[src/rtl/axis_pkt_arbiter_pkg.sv]
// axis_pkt_arbiter_pkg: shared data_io stream constants, FSM encodings and header layout
package axis_pkt_arbiter_pkg;
    localparam int DATA_W      = 32;
    localparam int KEEP_W      = DATA_W / 8;
    localparam int HDR_CNT_LSB = 0;
    localparam logic [1:0] ST_IDLE  = 2'd0;
    localparam logic [1:0] ST_XFER  = 2'd1;
    localparam logic [1:0] ST_DRAIN = 2'd2;
    localparam logic [1:0] GNT_NONE = 2'b00;
    typedef struct packed {
        logic [DATA_W-1:0] data;
        logic [KEEP_W-1:0] keep;
        logic              last;
    } axis_beat_t;
    function automatic logic [DATA_W-1:0] hdr_field(input logic [DATA_W-1:0] d);
        return d >> HDR_CNT_LSB;
    endfunction
endpackage

[src/rtl/axis_pkt_arbiter_rr_arb2.sv]
// rr_arb2: two-requester round-robin pick; last = 1 means requester 1 was served last
module rr_arb2 (
    input  logic [1:0] req,
    input  logic       last,
    output logic [1:0] grant
);
    always_comb grant = &req ? (last ? 2'b01 : 2'b10) : req;
endmodule

[src/rtl/axis_pkt_arbiter.sv]
// axis_pkt_arbiter: two-source round-robin AXI-Stream packet arbiter with header-count length checking
module axis_pkt_arbiter
    import axis_pkt_arbiter_pkg::*;
#(
    parameter int CNT_W = 16
) (
    input  logic              AXIS_ACLK,
    input  logic              AXIS_ARESET,
    input  logic              S0_AXIS_TVALID,
    input  logic [DATA_W-1:0] S0_AXIS_TDATA,
    input  logic [KEEP_W-1:0] S0_AXIS_TKEEP,
    input  logic              S0_AXIS_TLAST,
    output logic              S0_AXIS_TREADY,
    input  logic              S1_AXIS_TVALID,
    input  logic [DATA_W-1:0] S1_AXIS_TDATA,
    input  logic [KEEP_W-1:0] S1_AXIS_TKEEP,
    input  logic              S1_AXIS_TLAST,
    output logic              S1_AXIS_TREADY,
    output logic              M_AXIS_TVALID,
    output logic [DATA_W-1:0] M_AXIS_TDATA,
    output logic [KEEP_W-1:0] M_AXIS_TKEEP,
    output logic              M_AXIS_TLAST,
    input  logic              M_AXIS_TREADY,
    output logic [1:0]        grant,
    output logic              err_short,
    output logic              err_long,
    input  logic              err_clr
);
    logic [1:0]       state_q, state_d, grant_q, grant_d, arb_gnt;
    logic             last_q, last_d, hdr_q, hdr_d;
    logic             err_short_q, err_short_d, err_long_q, err_long_d;
    logic [CNT_W-1:0] cnt_q, cnt_d, hdr_cnt;
    axis_beat_t       src;
    logic             src_valid, src_ready, src_fire, cnt_end, xfer_st, drain_st, idle_st;
    logic             set_short, set_long;

    rr_arb2 u_arb (
        .req   ({S1_AXIS_TVALID, S0_AXIS_TVALID}),
        .last  (last_q),
        .grant (arb_gnt)
    );

    always_comb begin
        src       = grant_q[1] ? {S1_AXIS_TDATA, S1_AXIS_TKEEP, S1_AXIS_TLAST}
                               : {S0_AXIS_TDATA, S0_AXIS_TKEEP, S0_AXIS_TLAST};
        src_valid = grant_q[1] ? S1_AXIS_TVALID : S0_AXIS_TVALID;
        xfer_st   = state_q == ST_XFER;
        drain_st  = state_q == ST_DRAIN;
        idle_st   = !xfer_st && !drain_st;
        hdr_cnt   = CNT_W'(hdr_field(src.data));
        cnt_end   = hdr_q ? hdr_cnt == '0 : cnt_q == CNT_W'(1);
        src_ready = xfer_st ? M_AXIS_TREADY : drain_st;
        src_fire  = src_valid && src_ready;
    end

    assign S0_AXIS_TREADY = grant_q[0] & src_ready;
    assign S1_AXIS_TREADY = grant_q[1] & src_ready;
    assign M_AXIS_TVALID  = xfer_st & src_valid;
    assign M_AXIS_TDATA   = src.data;
    assign M_AXIS_TKEEP   = src.keep;
    assign M_AXIS_TLAST   = xfer_st & (cnt_end | src.last);
    assign grant          = grant_q;
    assign err_short      = err_short_q;
    assign err_long       = err_long_q;

    always_comb begin
        state_d   = state_q;
        grant_d   = grant_q;
        last_d    = last_q;
        hdr_d     = hdr_q;
        cnt_d     = cnt_q;
        set_short = 1'b0;
        set_long  = 1'b0;
        if (idle_st) begin
            state_d = ST_IDLE;
            grant_d = GNT_NONE;
            if (|arb_gnt) begin
                state_d = ST_XFER;
                grant_d = arb_gnt;
                last_d  = arb_gnt[1];
                hdr_d   = 1'b1;
            end
        end else if (xfer_st && src_fire) begin
            hdr_d = 1'b0;
            cnt_d = hdr_q ? hdr_cnt : cnt_q - CNT_W'(1);
            if (src.last) begin
                state_d   = ST_IDLE;
                grant_d   = GNT_NONE;
                set_short = !cnt_end;
            end else if (cnt_end) begin
                // count satisfied but the source keeps going: swallow the rest of its packet
                state_d  = ST_DRAIN;
                set_long = 1'b1;
            end
        end else if (drain_st && src_fire && src.last) begin
            state_d = ST_IDLE;
            grant_d = GNT_NONE;
        end
        err_short_d = set_short | (err_short_q & ~err_clr);
        err_long_d  = set_long  | (err_long_q  & ~err_clr);
    end

    always_ff @(posedge AXIS_ACLK or posedge AXIS_ARESET) begin
        if (AXIS_ARESET) begin
            state_q     <= ST_IDLE;
            grant_q     <= GNT_NONE;
            last_q      <= 1'b1;
            hdr_q       <= 1'b0;
            cnt_q       <= '0;
            err_short_q <= 1'b0;
            err_long_q  <= 1'b0;
        end else begin
            state_q     <= state_d;
            grant_q     <= grant_d;
            last_q      <= last_d;
            hdr_q       <= hdr_d;
            cnt_q       <= cnt_d;
            err_short_q <= err_short_d;
            err_long_q  <= err_long_d;
        end
    end
endmodule

[config.mk]
export PLATFORM = sky130hd
export DESIGN_NAME = axis_pkt_arbiter
export DESIGN_NICKNAME = d
export VERILOG_FILES = /design/src/rtl/axis_pkt_arbiter_pkg.sv /design/src/rtl/axis_pkt_arbiter_rr_arb2.sv /design/src/rtl/axis_pkt_arbiter.sv
export SDC_FILE = /design/constraint.sdc
export NUM_CORES = 1
export LEC_CHECK = 0
export ABC_AREA = 1
export ABC_CLOCK_PERIOD_IN_PS = 2200
export BUFFER_PORTS_ARGS = -buffer_cell sky130_fd_sc_hd__buf_2
export CORE_UTILIZATION = 44
export DETAILED_ROUTE_END_ITERATION = 8
export PLACE_DENSITY = 0.81
export SLEW_MARGIN = 20
export SYNTH_ARGS = -nofsm -noshare
export SYNTH_HDL_FRONTEND = slang
export SYNTH_SLANG_ARGS = --single-unit
[constraint.sdc]
create_clock -name AXIS_ACLK -period 2.2 [get_ports AXIS_ACLK]
set_input_delay 0.11 -clock AXIS_ACLK [delete_from_list [all_inputs] [get_ports AXIS_ACLK]]
set_output_delay 0.11 -clock AXIS_ACLK [all_outputs]
set_load 0.01 [all_outputs]
==> metrics.md <==
| Metric | Value |
|---|---|
| Largest net degree at the start of global routing | 30 |
| ANT nets after route | 0 |
| Ports | 124 |
| Worst setup EP type | register |
| Gr ovfl total | 0 |
| Clock network power share | 9.7% |
| Comb pwr share | 65.6% |
| Final HPWL DP | 5.20 mm |
| FF/Latch Area | 602 um2 |
| Hold_sp | err_clr |
| CP startpoint | grant[1]$_DFFE_PP0P_ |
| Row count | 24 |
| Status | finished, final reports clean |
| Critical Path Start Type | register |
| Number of global-route vias before repair | 2485 |
| VDD IR max | 0.510 mV |
| Gate Count Post-Synth | 352 |
| Layout cell share with drive strength beyond 1 | 36.2% |
| H-tree depth | 1 |
| Synth Register Bits | 24 |
| GPL Wtd Cong | 0.930 |
| Switch share | 51.9% |
| Final min period | 1.99 ns |
| Clock buffer count from CTS | 3 |
| Final setup TNS | 0 ns |
| Top delay family on crit path | buffers and inverters |
| Clk_lat worst skew | 0.27 ns |
| Mapped Area | 2120 um2 |
| Yosys cell types | 29 |
| Worst rel slew slack | 38.6% |
| Critical path, cell by cell | buf_4, o21ai_1, inv_2, nor2_2, nand2_2, inv_2, o21ai_0, o21ai_0, nand2_1 |
| DRC violations left | 0 |
| Synthesized net count | 436 |
| Layout net count | 554 |
| Count of final max-slew check failures | 0 |
| Area grow syn2layout | 32.0% |
| Crit path arrival time | 2.15 ns |
| Bufs on Longest Clock Path | 2 |
| Crit-path max FO | 22 |
| DIE AREA | 5100 um2 |
| P_sw | 0.00165 W |
| Seq/Total Area, Yosys | 28.4% |
| Tot Pwr | 0.00318 W |
| Fmax | 502 MHz |
| RSZ-0062 raised after global routing | no |
| TritonRoute pass-1 iters | 4 |
| Final Hold Viols | 0 |
| Clock transition at path regs | 0.09 ns |
| DR WL/cell | 12.4 um |
| Slowest cell on the critical path | dfrtp_1 |
| Multi-input logic area | 1290 um2 |
| FILL cells | 456 |
| Max Cap Violations | 0 |
| Leakage power | 1.62 nW |
| Setup violators final | 0 |
| Initial drt markers | 149 |
| Initial Util | 47.1% |
| Critical R2R Launch | grant[1]$_DFFE_PP0P_ |
| Slew of the pin with the lowest slew margin | 0.920 ns |
| Ys Warns | 0 |
| Worst Setup Path Type | reg -> reg |
| Synthesized area per cell | 6.03 um2 |
| Vias per cell | 4.93 |
| Sequential share of power | 24.7% |
| Internal | 0.00153 W |
| Clock Sinks | 24 |
| WL met1 | 2.70 mm |
| N_diodes | 0 |
| # hold bufs at CTS | 0 |
| Routed WL | 6.45 mm |
| DIE WIDTH | 71.4 um |
| Total track usage | 26.3% |
| Root buf cell | clkbuf_8 |
| Max Clock Skew | 0.00443 ns |
| Final worst-path cycle share | 90.5% |
| First-pass GRT wire length | 10.8 mm |
| Worst EP required | 2.36 ns |
| Core Footprint | 4500 um2 |
| Via count | 2568 |
| Worst Path Buf+Inv | 3 |
| Chip height | 71.4 um |
| Worst path max stage delay | 0.43 ns |
| CTS tree | yes |
| Antenna violations before repair | 0 |
| Power per cell area | 1130 nW/um2 |
| Class of the worst hold path | in -> reg |
| Met2 Wirelength | 3.28 mm |
| IO buf count | 123 |
| Met3 Routed Length | 404 um |
| DR top layer | met4 |
## repair_timing
item,CTS,global route
endpoints found under the setup margin,0,1
buffers inserted,0,0
gates resized for setup,0,2
## layout by cell type, fill, tap and decap left out, drive strengths merged
master,synthesis,layout
xor2,3,3
nand2,159,159
clkbuf,6,4
clkinv,1,1
nor3b,1,1
o211ai,3,3
nand3,16,16
nor2,41,41
nor3,1,1
a22oi,1,1
o31ai,1,1
o22ai,4,4
buf,9,128
a21oi,9,9
nand4,2,2
dfrtp,23,23
dfstp,1,1
o21ai,32,32
ha,4,4
o221ai,1,1
inv,33,33
or2,1,1
## final timing paths
kind	cells past startpoint	to	slack, ns
max in group asynchronous	2	grant[0]$_DFFE_PP0P_	1.61
worst min register to register	2	last_q$_DFFE_PP1P_	0.49
worst min-delay path	2	err_long$_DFF_PP0_	0.02
worst max-delay path	9	cnt_q[5]$_DFFE_PP0N_	0.21
min in group asynchronous	2	cnt_q[11]$_DFFE_PP0N_	0.03
worst max register to register	9	cnt_q[5]$_DFFE_PP0N_	0.21
## kinds of logic (layout without fill, tap and decap cells)
group	count (synthesis)	count (layout)	synth area share (%)
simple gates	221	221	44.4
buf+inv	49	166	10.6
fa+ha+maj	4	4	2.36
xor+xnor	3	3	1.24
compound gates	51	51	13.0
flops	24	24	28.4
## power groups by stage
stage,combinational (W),clock [W],sequential [W]
2_1_floorplan,0.00148,0,0.000762
3_3_place_gp,0.00205,0,0.000784
3_5_place_dp,0.00207,0,0.000786
4_1_cts,0.00209,0.000305,0.000779
5_1_grt,0.00236,0.000319,0.000808
6_report,0.00208,0.000309,0.000784
## sequential cells by signal, indices dropped and copies added, names as in the netlist
| register | cells |
|---|---|
| state_q | 2 |
| err_short | 1 |
| grant | 2 |
| err_long | 1 |
| hdr_q | 1 |
| cnt_q | 16 |
| last_q | 1 |
## through the flow
step	utilization, %	instances	area (um2)	hold slack (ns)	setup WS [ns]
floorplan	-	352	2120	0.124	0.677
global placement	60.9	517	2740	0.301	0.335
detailed placement	60.9	517	2740	0.303	0.267
CTS	62.1	521	2800	0.0190	0.119
global route	62.2	521	2800	0.0370	0.0266
finish	62.2	521	2800	0.0194	0.209
## cell usage after synthesis, drive strengths merged
cell	count	area, um2
or2	1	6.26
clkinv	1	3.75
dfrtp	23	576
nor2	41	174
nand2	159	657
nand4	2	12.5
nor3b	1	7.51
xor2	3	26.3
a22oi	1	7.51
buf	9	75.1
o22ai	4	25.0
nand3	16	80.1
o31ai	1	7.51
ha	4	50.1
nor3	1	5.00
o211ai	3	22.5
clkbuf	6	22.5
o21ai	32	160
o221ai	1	8.76
inv	33	124
dfstp	1	26.3
a21oi	9	45.0
## layout make-up
class	instances	area share [%]
flip-flops and latches	24	21.5
multi-input cells	279	46.2
well taps	52	2.32
repair buffers	128	23.3
inverters	34	4.65
clock buffers	4	1.97
## per-layer routing
layer,vias to the layer above,GRT usage (%)
li1,1332,-
met3,7,4.64
met5,-,0
met4,0,9.11
met2,96,44.4
met1,1133,33.9
Power figures use the tool's default switching activity.
